$ cat src/rtl/param_bank_loader.sv
// Byte-stream loader: bytes land in a shadow bank of little-endian words, and the
// shadow bank is copied to the active bank in one edge once a commit meets swap_en.
module param_bank_loader #(
  parameter int WORD_BYTES = 2,
  parameter int NUM_WORDS  = 27,
  parameter int IDX_W      = 6
) (
  input  logic                          clk,
  input  logic                          rst_n,
  input  logic                          byte_valid,
  input  logic [7:0]                    byte_data,
  input  logic [IDX_W-1:0]              byte_idx,
  input  logic                          auto_idx,
  input  logic                          frame_start,
  input  logic                          commit,
  input  logic                          swap_en,
  output logic [NUM_WORDS*8*WORD_BYTES-1:0] words_out,
  output logic                          data_ready,
  output logic                          pending,
  output logic                          err_oob,
  output logic [IDX_W-1:0]              ptr
);

  localparam int W     = 8 * WORD_BYTES;
  localparam int TOTAL = NUM_WORDS * WORD_BYTES;
  localparam logic [IDX_W-1:0] TOTAL_IDX = IDX_W'(TOTAL);

  // Handshake: byte_valid has no ready partner; a byte is consumed on every
  // edge where byte_valid=1, and frame_start/commit/swap_en are single-edge samples.

  typedef enum logic {
    IDLE = 1'b0,
    PEND = 1'b1
  } swap_state_t;

  swap_state_t            state;
  logic [NUM_WORDS*W-1:0] shadow;
  logic [IDX_W-1:0]       addr;
  logic                   in_range;

  // A frame_start in auto mode rewinds the pointer for the byte of this very cycle.
  always_comb begin
    addr = byte_idx;
    if (auto_idx) begin
      addr = frame_start ? '0 : ptr;
    end
  end

  assign in_range = (addr < TOTAL_IDX);

  // The state bit is the externally visible pending flag.
  assign pending = (state == PEND);

  always_ff @(posedge clk or negedge rst_n) begin
    if (!rst_n) begin
      shadow  <= '0;
      ptr     <= '0;
      err_oob <= 1'b0;
    end else begin
      // Flattened little-endian layout puts byte address a at bits [a*8 +: 8].
      for (int i = 0; i < TOTAL; i++) begin
        if (byte_valid && addr == IDX_W'(i)) begin
          shadow[i*8 +: 8] <= byte_data;
        end
      end

      if (byte_valid && !in_range) begin
        err_oob <= 1'b1;
      end else if (frame_start) begin
        err_oob <= 1'b0;
      end

      if (auto_idx && byte_valid) begin
        ptr <= in_range ? addr + IDX_W'(1) : TOTAL_IDX;
      end else if (frame_start) begin
        ptr <= '0;
      end
    end
  end

  // Swap reads the pre-edge shadow, so a byte written on the swap edge stays shadow-only.
  always_ff @(posedge clk or negedge rst_n) begin
    if (!rst_n) begin
      state      <= IDLE;
      data_ready <= 1'b0;
      words_out  <= '0;
    end else begin
      data_ready <= 1'b0;
      case (state)
        IDLE: begin
          if (commit) begin
            state <= PEND;
          end
        end
        PEND: begin
          if (swap_en) begin
            words_out  <= shadow;
            data_ready <= 1'b1;
            state      <= IDLE;
          end
        end
        default: state <= IDLE;
      endcase
    end
  end

endmodule

$ cat config.mk
export PLATFORM = sky130hd
export DESIGN_NAME = param_bank_loader
export DESIGN_NICKNAME = d
export VERILOG_FILES = /design/src/rtl/param_bank_loader.sv
export SDC_FILE = /design/constraint.sdc
export NUM_CORES = 1
export LEC_CHECK = 0
export BUFFER_PORTS_ARGS = -buffer_cell sky130_fd_sc_hd__buf_2
export CORE_MARGIN = 4
export CORE_UTILIZATION = 62
export CTS_CLUSTER_DIAMETER = 40
export DETAILED_ROUTE_END_ITERATION = 7
export GPL_ROUTABILITY_DRIVEN = 0
export HOLD_SLACK_MARGIN = 0.02
export PLACE_DENSITY = 0.95
export SLEW_MARGIN = 5
export SYNTH_ARGS = -nofsm -noshare
export SYNTH_HDL_FRONTEND = slang
export SYNTH_SLANG_ARGS = --single-unit
$ cat constraint.sdc
create_clock -name clk -period 5 [get_ports clk]
set_input_delay 0.5 -clock clk [delete_from_list [all_inputs] [get_ports clk]]
set_output_delay 0.5 -clock clk [all_outputs]
set_load 0.005 [all_outputs]
==> results.md, run 1 <==
* **result of the run** completed
* **proportion of layout cells with a drive suffix above 1** 34.06%
* **ratio of routed vias to standard cells** 5.991
* **Fillers** 2914
* **count of yosys warnings during synthesis** 0
* **top cell type by total area after synthesis** dfrtp_1
* **last element of the critical path** shadow[280]$_DFFE_PN0P_
* **cells after synthesis** 2889
* **die footprint** 58080 µm²
* **relative slew slack** 25.78%
* **mean instance size in the synthesized netlist** 11.65 µm²
* **number of clock sinks** 873
* **total core area** 53810 µm²
* **H-tree depth** 3
* **clock buffer count from CTS** 103
* **Distinct cells, synth** 54
* **clock root buffer** clkbuf_16
* **final worst-path cycle share** 55.50%
* **antenna violations before repair** 7
* **most frequent cell after synthesis** nand2_1
* **vias in the first global route** 25840
* **WP data required** 5.51 ns
* **detailed-route wire length per cell** 23.61 µm
* **leakage power** 0.02224 µW
* **Highest Clock Rate** 360.4 MHz
* **initial cell density of the core** 62.55%
* **worst hold path type** primary input to register
* **Crit Path Max Fanout** 8
* **critical path arrival** 3.29 ns
* **worst r2r dst** shadow[280]$_DFFE_PN0P_
* **Hold Startpoint** swap_en
* **unrepaired setup endpoints after global routing** false
* **final-report max-slew violation count** 0
* **number of top-level pins** 462
* **launch instance of the worst register-to-register path** ptr[1]$_DFF_PN0_
* **final setup violation count** 0
* **clock tree from TritonCTS** yes
* **flip-flop and latch count after synthesis** 873
* **gr ovfl total** 0
* **proportion of synthesized chip area in sequential cells** 64.90%
* **final wirelength** 97440 µm
* **deepest clock path buffer count** 3
* **total chip power** 18790 µW
* **number of gates resized after CTS** 0
* **Antenna Nets Post-Route** 0
* **ranking of synthesized cells by area** dfrtp_1 65%, nand2_1 15%, mux2_2 14%
* **number of vias after detailed routing** 24720
* **kind of critical path** register to register
* **number of synthesized flops with an enable pin** 0
* **post-detailed-route DRC marker count** 0
* **Worst Tran Pin Value** 1.113 ns
* **growth of design area from synthesis to finish** 19.38%
* **clock slew at the register clock pins of the worst setup and hold paths** 0.06 ns
* **Std-Cell Rows** 85
* **proportion of netlist area held by the largest area contributor** 64.90%
* **share of synthesized flip-flops with an asynchronous set or reset** 100.0%
* **register-to-register setup slack** 2.23 ns
* **number of detailed-route iterations in the first pass** 6
* **top cells by count, synth** 1302 x nand2_1, 873 x dfrtp_1, 409 x mux2_2, 131 x clkbuf_1, 25 x nor2_4
* **Net count, final** 3366
* **clock network latency to the later pin of the worst-skew pair** 0.64 ns
* **kind of launch point of the worst setup path** register
* **Die Width** 241.0 µm
* **maximum number of pins on one net before global-route repair** 214
* **HPWL after detailed placement** 54440 µm
* **Worst VDD drop** 0.4308 mV
* **global-route usage over all layers** 33.10%
* **cell area after synthesis** 33660 µm²
* **shortest clock period the worst path allows after layout** 2.775 ns
* **capturing element type of the critical path** register
* **postcts setup bufs** 0
* **total negative setup slack** 0 ns
* **Most used DFF post-synth** dfrtp_1
* **clock tree skew after final layout** 0.02264 ns
* **PD cells** 467.6 nW/µm²
* **global-route wire length before repair** 147700 µm
* **FF-to-FF path depth** 6
* **number of hold violations in the final report** 0
* **vertical extent of the die** 241.0 µm
* **post-synthesis net count** 2914
* **count of max-cap constraint violations** 0
* **startpoint of the most critical setup path** ptr[1]$_DFF_PN0_
* **initial drt markers** 2467
* **number of port buffers** 461
layout make-up:
type                            instances  area [µm²]  area share [%]
Tap cell                              696       870.8           2.167
Antenna cell                            5       12.51         0.03114
Inverter                                6       30.03         0.07473
Sequential cell                       873       21850           54.37
Multi-Input combinational cell       1864       11200           27.88
Timing Repair Buffer                  493        2690           6.694
Clock buffer                          131        2855           7.106
Clock inverter                         59       675.6           1.681
flip-flops by register name (all words and copies together) (netlist names):
name and cells:
words_out 432, ptr 6, shadow 432, data_ready 1, pending 1, err_oob 1
routing by layer:
layer	global-route usage [%]	share of wire (%)	vias up
met1	41.29	36	12500
met2	53.89	49	1583
li1	-	-	10190
met5	0	0.013	-
met3	6.936	8.6	453
met4	20.08	6.7	2
cell families after synthesis:
logic type	share of synthesized area, %
compound gates	0.8698
fa+ha+maj	0.1487
buf+inv	1.840
flops	64.90
mux	14.57
simple gates	17.67
report_power, final:
group,switching (µW),internal [µW],total [µW]
registers,748,8100,8840
logic,1320,980,2300
clock network,3120,4530,7650
cells in the final DEF, fill, tap and decap left out, types with 13 or more instances in the layout:
| cell | count |
|---|---|
| clkbuf_16 | 105 |
| nor3_4 | 24 |
| mux2_2 | 409 |
| clkbuf_8 | 13 |
| mux2_1 | 15 |
| buf_2 | 458 |
| clkbuf_1 | 13 |
| buf_4 | 23 |
| nor2_4 | 25 |
| nand2_1 | 1301 |
| dfrtp_1 | 873 |
| clkinv_2 | 16 |
critical path, cell delays in order (launching register included):
cell and delay [ns]:
dfrtp_1 0.39, nor2b_1 0.19, a21o_1 0.18, ha_1 0.30, nand3_2 0.57, nor3_4 0.62
mux2_2 0.40
through the flow:
stage	setup WS [ns]	util [%]	instances	hold WS [ns]	cell area (µm²)
5_1_grt	2.123	74.67	4127	0.1534	40180
3_5_place_dp	1.755	68.07	3931	0.4465	36630
3_3_place_gp	1.886	68.07	3931	0.4411	36630
6_report	2.225	74.67	4127	0.1555	40180
2_1_floorplan	2.203	-	2889	0.2044	33660
4_1_cts	2.263	74.65	4122	0.1372	40170
worst min-delay path by stage:
stage / cells after the start / end / slack (ns)
floorplan: 0 / data_ready$_DFF_PN0_ / 0.20
global placement: 2 / words_out[159]$_DFFE_PN0P_ / 0.44
detailed placement: 2 / words_out[389]$_DFFE_PN0P_ / 0.45
CTS: 2 / pending$_DFF_PN0_ / 0.14
global route: 2 / pending$_DFF_PN0_ / 0.15
finish: 2 / pending$_DFF_PN0_ / 0.16
repair_timing:
| item | in CTS | in global routing |
|---|---|---|
| endpoints found under the setup margin | 0 | 0 |
| hold buffers | 1 | 0 |
| hold endpoints to repair | 76 | 0 |
(Power assumes the default switching activity.)
==> run 2: changes to the inputs <==
- ABC_AREA: default -> 1
- CORE_UTILIZATION: 62 -> 57
- PLACE_DENSITY: 0.95 -> 0.91
- clock period: 5 -> 2.7 ns (I/O delays scaled with it)
==> run 2 against run 1 <==
The flow now finishes with violations (DRC). Total power grew 94%. Area after synthesis fell by 2.6%. Clock-buffer cell count decreased by 3. Cell count up 13%. First-iteration DRC count is 15% higher. Final area decreased by 2.2%. Combinational power increased by 130%. Largest cell class unchanged.
==> results.md, run 2 <==
* **final worst-path cycle share** 83.41%
* **clock slew at the register clock pins of the worst setup and hold paths** 0.06 ns
* **Distinct cells, synth** 27
* **initial drt markers** 2848
* **Worst VDD drop** 0.8257 mV
* **Regs by FF count** shadow: 432 flops, words_out: 432 flops, ptr: 6 flops
* **maximum number of pins on one net before global-route repair** 173
* **number of clock sinks** 873
* **vias in the first global route** 27520
* **H-tree depth** 3
* **global-route wire length before repair** 154400 µm
* **capturing element type of the critical path** register
* **Crit-path slowest cell** dfrtp_1
* **ordered list of cells on the worst path** nand3_1 -> nand2_1 -> ha_1 -> inv_1 -> nor2_2 -> nand2_1 -> nand2_1 -> o21ai_0
* **result of the run** complete, but fails checks
* **gr ovfl total** 0
* **share of synthesized flip-flops with an asynchronous set or reset** 100.0%
* **clock root buffer** clkbuf_16
* **antenna violations before repair** 5
* **shortest clock period the worst path allows after layout** 2.252 ns
* **vertical extent of the die** 247.8 µm
* **top cell type by total area after synthesis** dfrtp_1
* **ratio of routed vias to standard cells** 5.781
* **deepest clock path buffer count** 3
* **number of vias after detailed routing** 26980
* **Die Width** 247.8 µm
* **worst hold path type** primary input to register
* **Antenna Nets Post-Route** 0
* **global-route usage over all layers** 32.64%
* **proportion of synthesized chip area in sequential cells** 66.63%
* **number of detailed-route iterations in the first pass** 8
* **flip-flop and latch count after synthesis** 873
* **switching power share of the total** 29.63%
* **Most used DFF post-synth** dfrtp_1
* **Clk pwr share** 38.6%
* **HPWL after detailed placement** 58380 µm
* **total negative setup slack** 0 ns
* **post-layout util** 69.33%
* **clock tree skew after final layout** 0.03836 ns
* **count of max-cap constraint violations** 0
* **Post-Place Cells** 4466
* **proportion of layout cells with a drive suffix above 1** 20.02%
* **number of port buffers** 461
* **Worst Tran Pin Value** 0.8058 ns
* **worst hold slack** 0.08054 ns
* **final setup violation count** 0
* **Net count, final** 3843
* **Crit Path Max Fanout** 16
* **top cells by count, synth** 1519 x nand2_1, 873 x dfrtp_1, 451 x o21ai_0, 143 x clkbuf_1, 138 x inv_1
* **post-synthesis net count** 3429
* **Std-Cell Rows** 87
* **most frequent cell on the critical path** nand2_1
* **Highest Clock Rate** 444.0 MHz
* **cell area after synthesis** 32790 µm²
* **combinational fraction of design power** 14.4%
* **Sw Pwr** 10820 µW
* **die footprint** 61420 µm²
* **commonest cells after routing, fill and taps aside** 1518 x nand2_1, 873 x dfrtp_1, 460 x buf_2
* **P_int** 25700 µW
* **WP data required** 3.20 ns
* **clock tree from TritonCTS** yes
* **cells after synthesis** 3404
* **most frequent cell after synthesis** nand2_1
* **relative slew slack** 46.28%
* **final wirelength** 100700 µm
* **ranking of synthesized cells by area** dfrtp_1 67%, nand2_1 17%, o21ai_0 6.9%
* **total core area** 56710 µm²
* **share of power burned in registers** 46.9%
* **failing checks** DRC
* **Post-Layout Cell Count** 4667
* **unrepaired setup endpoints after global routing** false
* **largest stage delay on the critical path** 0.40 ns
* **number of top-level pins** 462
* **kind of launch point of the worst setup path** register
* **count of yosys warnings during synthesis** 0
* **detailed-route wire length per cell** 21.58 µm
* **most frequent standard cell in the layout excluding fill and tap cells** nand2_1
* **number of hold violations in the final report** 0
* **proportion of netlist area held by the largest area contributor** 66.63%
* **mean instance size in the synthesized netlist** 9.632 µm²
* **kind of critical path** register to register
* **PD cells** 928.8 nW/µm²
* **leakage power** 0.02120 µW
* **growth of design area from synthesis to finish** 19.92%
* **post-detailed-route DRC marker count** 15
* **postcts setup bufs** 0
* **number of synthesized flops with an enable pin** 0
* **clock network latency to the later pin of the worst-skew pair** 0.67 ns
* **critical path arrival** 2.75 ns
* **initial cell density of the core** 57.81%
* **clock buffer count from CTS** 103
* **final-report max-slew violation count** 0
-- run 2: changes by cell type after synthesis, moves of 32 or more --
cell     previous run  this run
nand2_1          1302      1519
mux2_2            409         0
o21ai_0             2       451
buf_2               2        34
o21ai_1             0       103
inv_1               5       138
-- run 2: cell families after synthesis --
group | synth area share (%)
AND/OR/NAND/NOR | 20.12
flip-flops | 66.63
AO/OA/AOI/OAI | 8.502
buffers and inverters | 4.568
adder cells (fa/ha/maj) | 0.1526
XOR/XNOR | 0.02672
-- run 2: timing repair --
item | 4_1_cts | 5_1_grt
hold endpoints to repair | 40 | 0
gates resized for setup | 0 | 0
hold buffers | 3 | 0
-- run 2: through the flow --
stage	worst slack (ns)	area (µm²)	total power, µW
2_1_floorplan	0.8486	32790	19260
3_3_place_gp	0.4041	35740	21860
3_5_place_dp	0.3410	35740	22220
4_1_cts	0.4896	39310	36500
5_1_grt	0.3272	39320	37950
6_report	0.4479	39320	36520
-- run 2: cell type report --
| type | count | area, µm² |
|---|---|---|
| diodes | 5 | 12.51 |
| clock buffers | 128 | 2791 |
| clock inverters | 65 | 742.0 |
| fillers | 3624 | 17400 |
| inverters | 148 | 565.5 |
| multi-input cells | 2181 | 9452 |
| flip-flops and latches | 873 | 21850 |
| well taps | 756 | 945.9 |
| repair buffers | 511 | 2963 |
-- run 2: worst paths after layout --
check / startpoint / slack [ns] / to / depth (start not counted)
max: ptr[1]$_DFF_PN0_ / 0.45 / shadow[212]$_DFFE_PN0P_ / 8
min: frame_start / 0.08 / err_oob$_DFFE_PN0P_ / 4
max reg2reg: ptr[1]$_DFF_PN0_ / 0.45 / shadow[212]$_DFFE_PN0P_ / 8
min reg2reg: shadow[422]$_DFFE_PN0P_ / 0.46 / words_out[422]$_DFFE_PN0P_ / 2
max in group asynchronous: rst_n / 1.63 / words_out[195]$_DFFE_PN0P_ / 3
min in group asynchronous: rst_n / 0.22 / shadow[140]$_DFFE_PN0P_ / 2
-- run 2: critical path: cells and delay by family, from the launching register on --
| kind | cells | cell delay [ns] |
|---|---|---|
| AO/OA/AOI/OAI | 1 | 0.12 |
| adder cells (fa/ha/maj) | 1 | 0.27 |
| buffers and inverters | 1 | 0.15 |
| flip-flops | 1 | 0.40 |
| AND/OR/NAND/NOR | 5 | 1.17 |
-- run 2: power groups by stage --
stage	clock network (µW)	registers [µW]	logic, µW
3_3_place_gp	0	17100	4760
5_1_grt	14700	17300	5930
2_1_floorplan	0	16800	2440
3_5_place_dp	0	17200	5060
6_report	14100	17100	5280
4_1_cts	14200	17100	5290
-- run 2: routing by layer --
| layer | global-route usage, % | share of wire, % | vias up |
|---|---|---|---|
| li1 | - | - | 11480 |
| met1 | 40.51 | 36 | 13170 |
| met2 | 51.75 | 48 | 1831 |
| met3 | 7.336 | 8.8 | 499 |
| met4 | 21.95 | 7.4 | 0 |
| met5 | 0 | 0 | - |
